[config.mk]
export PLATFORM = sky130hd
export DESIGN_NAME = alu_op_sequencer
export DESIGN_NICKNAME = d
export VERILOG_FILES = /design/src/rtl/alu_seq_pkg.sv /design/src/rtl/alu_op_sequencer_reg_file.sv /design/src/rtl/alu_op_sequencer.sv
export SDC_FILE = /design/constraint.sdc
export NUM_CORES = 2
export LEC_CHECK = 0
export ABC_CLOCK_PERIOD_IN_PS = 2700
export BUFFER_PORTS_ARGS = -buffer_cell sky130_fd_sc_hd__buf_2
export CAP_MARGIN = 20
export CORE_MARGIN = 2
export CORE_UTILIZATION = 60
export DETAILED_ROUTE_END_ITERATION = 10
export GPL_TIMING_DRIVEN = 0
export PLACE_DENSITY = 0.77
export SLEW_MARGIN = 30
export SYNTH_ARGS = -nofsm -noshare
export SYNTH_HDL_FRONTEND = slang
export SYNTH_SLANG_ARGS = --single-unit
[constraint.sdc]
create_clock -name clk -period 2.7 [get_ports clk]
set_clock_uncertainty 0.05 [all_clocks]
set_input_delay 0.405 -clock clk [delete_from_list [all_inputs] [get_ports clk]]
set_output_delay 0.405 -clock clk [all_outputs]
set_load 0.005 [all_outputs]
[src/rtl/alu_seq_pkg.sv]
// Shared types and constants for the ALU operand/writeback sequencer:
// FSM state encoding and the ALUctr operation codes.
package alu_seq_pkg;

  typedef enum logic [1:0] {
    IDLE = 2'd0,
    READ = 2'd1,
    EXEC = 2'd2,
    WB   = 2'd3
  } state_e;

  localparam logic [2:0] ALU_ADDU = 3'b000;
  localparam logic [2:0] ALU_ADD  = 3'b001;
  localparam logic [2:0] ALU_SUBU = 3'b010;
  localparam logic [2:0] ALU_SUB  = 3'b011;
  localparam logic [2:0] ALU_AND  = 3'b100;
  localparam logic [2:0] ALU_OR   = 3'b101;
  localparam logic [2:0] ALU_SLT  = 3'b110;
  localparam logic [2:0] ALU_SLTU = 3'b111;

endpackage

[src/rtl/alu_op_sequencer_reg_file.sv]
// 2^REG_AW x N register file: two operand read ports, one debug read port,
// one synchronous write port, register 0 reads as zero, async clear.
module alu_op_sequencer_reg_file #(
  parameter int N      = 32,
  parameter int REG_AW = 5
) (
  input  logic              clk,
  input  logic              rst_n,
  input  logic [REG_AW-1:0] ra_addr_i,
  output logic [N-1:0]      ra_data_o,
  input  logic [REG_AW-1:0] rb_addr_i,
  output logic [N-1:0]      rb_data_o,
  input  logic [REG_AW-1:0] rc_addr_i,
  output logic [N-1:0]      rc_data_o,
  input  logic              we_i,
  input  logic [REG_AW-1:0] wa_i,
  input  logic [N-1:0]      wd_i
);

  localparam int DEPTH = 1 << REG_AW;

  logic [N-1:0] regs_q [DEPTH];

  // NOTE: the whole array clears on reset, so it maps to flops, not a RAM macro.
  always_ff @(posedge clk or negedge rst_n) begin
    if (!rst_n) begin
      for (int i = 0; i < DEPTH; i++) regs_q[i] <= '0;
    end else if (we_i && (wa_i != '0)) begin
      regs_q[wa_i] <= wd_i;
    end
  end

  assign ra_data_o = (ra_addr_i == '0) ? '0 : regs_q[ra_addr_i];
  assign rb_data_o = (rb_addr_i == '0) ? '0 : regs_q[rb_addr_i];
  assign rc_data_o = (rc_addr_i == '0) ? '0 : regs_q[rc_addr_i];

endmodule

[src/rtl/alu_op_sequencer.sv]
// Operand fetch / writeback sequencer around an external combinational ALU.
// Define OVF_WB_SUPPRESS_EN to drop the write-back of results that overflowed.
module alu_op_sequencer
  import alu_seq_pkg::*;
#(
  parameter int N      = 32,
  parameter int REG_AW = 5
) (
  input  logic              clk,
  input  logic              rst_n,
  input  logic              cmd_valid,
  output logic              cmd_ready,
  input  logic [2:0]        cmd_op,
  input  logic [REG_AW-1:0] cmd_rs,
  input  logic [REG_AW-1:0] cmd_rt,
  input  logic [REG_AW-1:0] cmd_rd,
  output logic [N-1:0]      alu_a,
  output logic [N-1:0]      alu_b,
  output logic [2:0]        alu_ctr,
  input  logic [N-1:0]      alu_result,
  input  logic              alu_zero,
  input  logic              alu_overflow,
  output logic              done_valid,
  output logic [N-1:0]      done_result,
  output logic              done_zero,
  output logic              done_overflow,
  input  logic [REG_AW-1:0] dbg_addr,
  output logic [N-1:0]      dbg_data
);

  state_e            state_q, state_d;
  logic [2:0]        op_q;
  logic [REG_AW-1:0] rs_q, rt_q, rd_q;
  logic [N-1:0]      alu_a_q, alu_b_q, done_result_q;
  logic [2:0]        alu_ctr_q;
  logic              done_zero_q, done_ovf_q;

  logic              accept, load_ops, capture, wb_en;
  logic [N-1:0]      rs_data, rt_data;

  // NOTE: every output gets a default before the case, so no path infers a latch.
  always_comb begin
    state_d    = state_q;
    cmd_ready  = 1'b0;
    done_valid = 1'b0;
    accept     = 1'b0;
    load_ops   = 1'b0;
    capture    = 1'b0;
    wb_en      = 1'b0;
    unique case (state_q)
      IDLE: begin
        cmd_ready = 1'b1;
        if (cmd_valid) begin
          accept  = 1'b1;
          state_d = READ;
        end
      end
      READ: begin
        load_ops = 1'b1;
        state_d  = EXEC;
      end
      EXEC: begin
        capture = 1'b1;
        state_d = WB;
      end
      WB: begin
        done_valid = 1'b1;
`ifdef OVF_WB_SUPPRESS_EN
        wb_en      = !done_ovf_q;
`else
        wb_en      = 1'b1;
`endif
        state_d    = IDLE;
      end
      default: state_d = IDLE;
    endcase
  end

  // NOTE: sequential state uses non-blocking assignments so every flop samples pre-edge values.
  always_ff @(posedge clk or negedge rst_n) begin
    if (!rst_n) begin
      state_q       <= IDLE;
      op_q          <= '0;
      rs_q          <= '0;
      rt_q          <= '0;
      rd_q          <= '0;
      alu_a_q       <= '0;
      alu_b_q       <= '0;
      alu_ctr_q     <= '0;
      done_result_q <= '0;
      done_zero_q   <= 1'b0;
      done_ovf_q    <= 1'b0;
    end else begin
      state_q <= state_d;
      if (accept) begin
        op_q <= cmd_op;
        rs_q <= cmd_rs;
        rt_q <= cmd_rt;
        rd_q <= cmd_rd;
      end
      if (load_ops) begin
        alu_a_q   <= rs_data;
        alu_b_q   <= rt_data;
        alu_ctr_q <= op_q;
      end
      if (capture) begin
        done_result_q <= alu_result;
        done_zero_q   <= alu_zero;
        done_ovf_q    <= alu_overflow;
      end
    end
  end

  // Write-back lands at the WB exit edge, before any later READ samples the file.
  alu_op_sequencer_reg_file #(
    .N      (N),
    .REG_AW (REG_AW)
  ) u_reg_file (
    .clk       (clk),
    .rst_n     (rst_n),
    .ra_addr_i (rs_q),
    .ra_data_o (rs_data),
    .rb_addr_i (rt_q),
    .rb_data_o (rt_data),
    .rc_addr_i (dbg_addr),
    .rc_data_o (dbg_data),
    .we_i      (wb_en),
    .wa_i      (rd_q),
    .wd_i      (done_result_q)
  );

  assign alu_a         = alu_a_q;
  assign alu_b         = alu_b_q;
  assign alu_ctr       = alu_ctr_q;
  assign done_result   = done_result_q;
  assign done_zero     = done_zero_q;
  assign done_overflow = done_ovf_q;

endmodule

==> reports/results.tsv <==
metric	value	unit
largest cells by area after synthesis	dfrtp_1, mux2_2, mux4_2	
flop and latch count out of synthesis	1145	
Core Util, Final	0.734	
first-pass GRT wire length	444000	um
Worst-Margin Slew	1.22	ns
register area share after synthesis	0.426	
Setup crit start kind	primary input	
Max VDD drop	0.00100	V
RSZ-0062 raised after global routing	yes	
GRT met2 Usage	0.728	
register area	0.0287	mm2
Worst Setup Slack, final	-0.685	ns
Net Sw Frac	0.453	
NetSw	44.9	mW
H-Tree Depth	4	
Post-Place Setup Slack	-2.07	ns
initial antenna violation count	32	
RePlAce Congestion	1.11	
Pint	54.2	mW
Yosys top cell area share	0.426	
Final #Nets	5660	
clock share of power	0.185	
Inserted Clock Buffers	132	
cell area after layout	0.0813	mm2
Post-synth EDFFs	0	
fill cell total of the finished layout	7395	
Data required, critical path	2.25	ns
violated checks	negative setup slack	
drt pass-1 iters	8	
Synth Net Count	5068	
fin crit period	3.38	ns
Critical Path Fanout Max	10	
GRT Residual Overflow	0	
DPL Wire Length	232000	um
Critical Path Sink Type	output port	
fmax	0.295	GHz
multi-input logic area	0.0378	mm2
Synthesis Warnings	0	
CP startpoint	dbg_addr[4]	
Die ar.	0.115	mm2
GRT Overall Usage	0.570	
mean cell area of the mapped netlist	13.4	um2
Mapped Area	0.0672	mm2
distinct cell type count of the synthesized netlist	52	
initial drt markers	9576	
DR WL/cell	46.0	um
Async SR Flop Fraction	1.00	
Rows	122	
CTS tree	done	
Final ANT Viol Nets	0	
Cell Area, Placed	0.0709	mm2
clk slew on worst S/H paths	0.05	ns
die width	339	um
CTS Sinks	1145	
Setup TNS	-42.98	ns
final hold slack	0.278	ns
dominant synthesized flop cell	dfrtp_1	
# DRC	0	
largest area contributor in the netlist	dfrtp_1	
DR vias	57110	
total core area	0.111	mm2
most numerous cell in the Yosys netlist	dfrtp_1	
port bufs	192	
WL final	332000	um
Starting Density	0.606	
Tcrit/Tclk final	1.25	
synth cell count leaders	dfrtp_1, mux2_2, mux2i_1	
global route hottest layer	met2	
met1 Use GR	0.688	
worst min-delay path category	primary input to asynchronous set/reset pin	
Setup Crit Path Kind	primary input to output port	
clk_lat worst skew	0.80	ns
pwr dens	1220	mW/mm2
Cells after Synth	5003	
vias in the first global route	54231	
share of cells above drive strength 1	0.499	
I/O pin cnt	195	
outcome	complete, but fails checks	
M3 GR Usage	0.355	
die height	339	um
Layout area overhead	21.0	%
Max Buffers Root-to-Sink	3	
RR Startpoint	state_q[0]	
maxcap violations	0	
static leakage	36.4	nW
Setup Viol. Count Final	424	
combinational share of power	0.518	
pin count of the biggest net entering global routing	119	
final hold violation count	0	
Worst slew margin	0.186	
Final Max Tran Viols	0	
WP data arrival	2.93	ns
Root Buffer Master	clkbuf_16	
vias per cell	7.93	
power share of the sequential group	0.297	
[area by class of cell]
type                    count  area share
clock buffers             195      0.0483
well taps                1488      0.0229
flip-flops and latches   1145       0.352
clock inverters            37     0.00452
multi-input cells        3298       0.465
inverters                   6    0.000277
diodes                     21    0.000646
plain buffers             539      0.0514
repair buffers            473      0.0545
[state kept, by name, indices dropped and copies added (netlist names)]
name,count
op_q,3
alu_b,32
rd_q,5
alu_ctr,3
done_result,32
u_reg_file.regs_q,1024
state_q,2
alu_a,32
rt_q,5
rs_q,5
done_overflow,1
done_zero,1
[layout by cell type, fill, tap and decap left out, types with 29 or more instances in the layout]
cell type,n
buf_12,57
clkbuf_16,145
clkbuf_8,35
a2111oi_0,49
dlygate4sd3_1,54
buf_6,69
mux2_2,1131
nand2_1,70
o211ai_1,30
o21ai_0,75
clkbuf_4,48
buf_16,46
mux2i_1,482
buf_4,182
mux4_2,478
o22a_1,30
buf_2,241
o22ai_1,159
clkbuf_2,104
dfrtp_1,1143
mux2_1,75
a21oi_1,183
clkbuf_1,168
nor3_1,29
nor2_1,119
buf_8,29
[worst max-delay path, cell delays in order]
cell and delay [ns]:
clkbuf_1 0.37, clkbuf_4 0.40, buf_4 0.44, o221ai_1 0.27, a211oi_4 0.72, a211oi_4 0.11
buf_2 0.18
[final timing paths]
path / cells after the start / slack, ns / to
worst max-delay path: 7 / -0.68 / dbg_data[9]
worst min-delay path: 4 / 0.28 / u_reg_file.regs_q[115]
worst max register to register: 5 / -0.23 / u_reg_file.regs_q[87]
worst min register to register: 1 / 0.44 / u_reg_file.regs_q[1009]
max in group asynchronous: 7 / 0.26 / u_reg_file.regs_q[642]
min in group clk: 3 / 0.33 / done_result[14]
[power groups by stage]
stage	sequential, mW	clock, mW	combinational, mW
after floorplan	26.8	0	26.8
after global routing	29.8	18.8	51.0
after global placement	28.5	0	43.0
after CTS	28.6	18.1	46.8
final	29.4	18.3	51.4
after detailed placement	28.9	0	44.1
[routing by layer]
metal | vias up | wire length [um]
met5 | - | 906
met4 | 20 | 32100
met3 | 1699 | 62100
met2 | 5951 | 127000
met1 | 28791 | 109000
li1 | 20649 | -
[stage by stage]
step / total power [mW] / instances
2_1_floorplan: 53.6 / 5003
3_3_place_gp: 71.5 / 6683
3_5_place_dp: 73.0 / 6713
4_1_cts: 93.5 / 7119
5_1_grt: 99.7 / 7182
6_report: 99.1 / 7202
[cells by family after synthesis]
group | Yosys count | synth area share
multiplexers | 2212 | 0.441
flip-flops | 1145 | 0.426
AO/OA/AOI/OAI | 725 | 0.0697
buffers and inverters | 560 | 0.0368
AND/OR/NAND/NOR | 356 | 0.0251
adder cells (fa/ha/maj) | 5 | 0.000931
[repair_timing]
item	4_1_cts	5_1_grt
hold buffers	56	0
resized for setup	722	263
endpoints found under the hold margin	353	0
setup buffers	118	62
cloned	7	5
pin swaps	77	70
setup endpoints to repair	760	656
No activity file was read; power rests on OpenSTA's default activity.
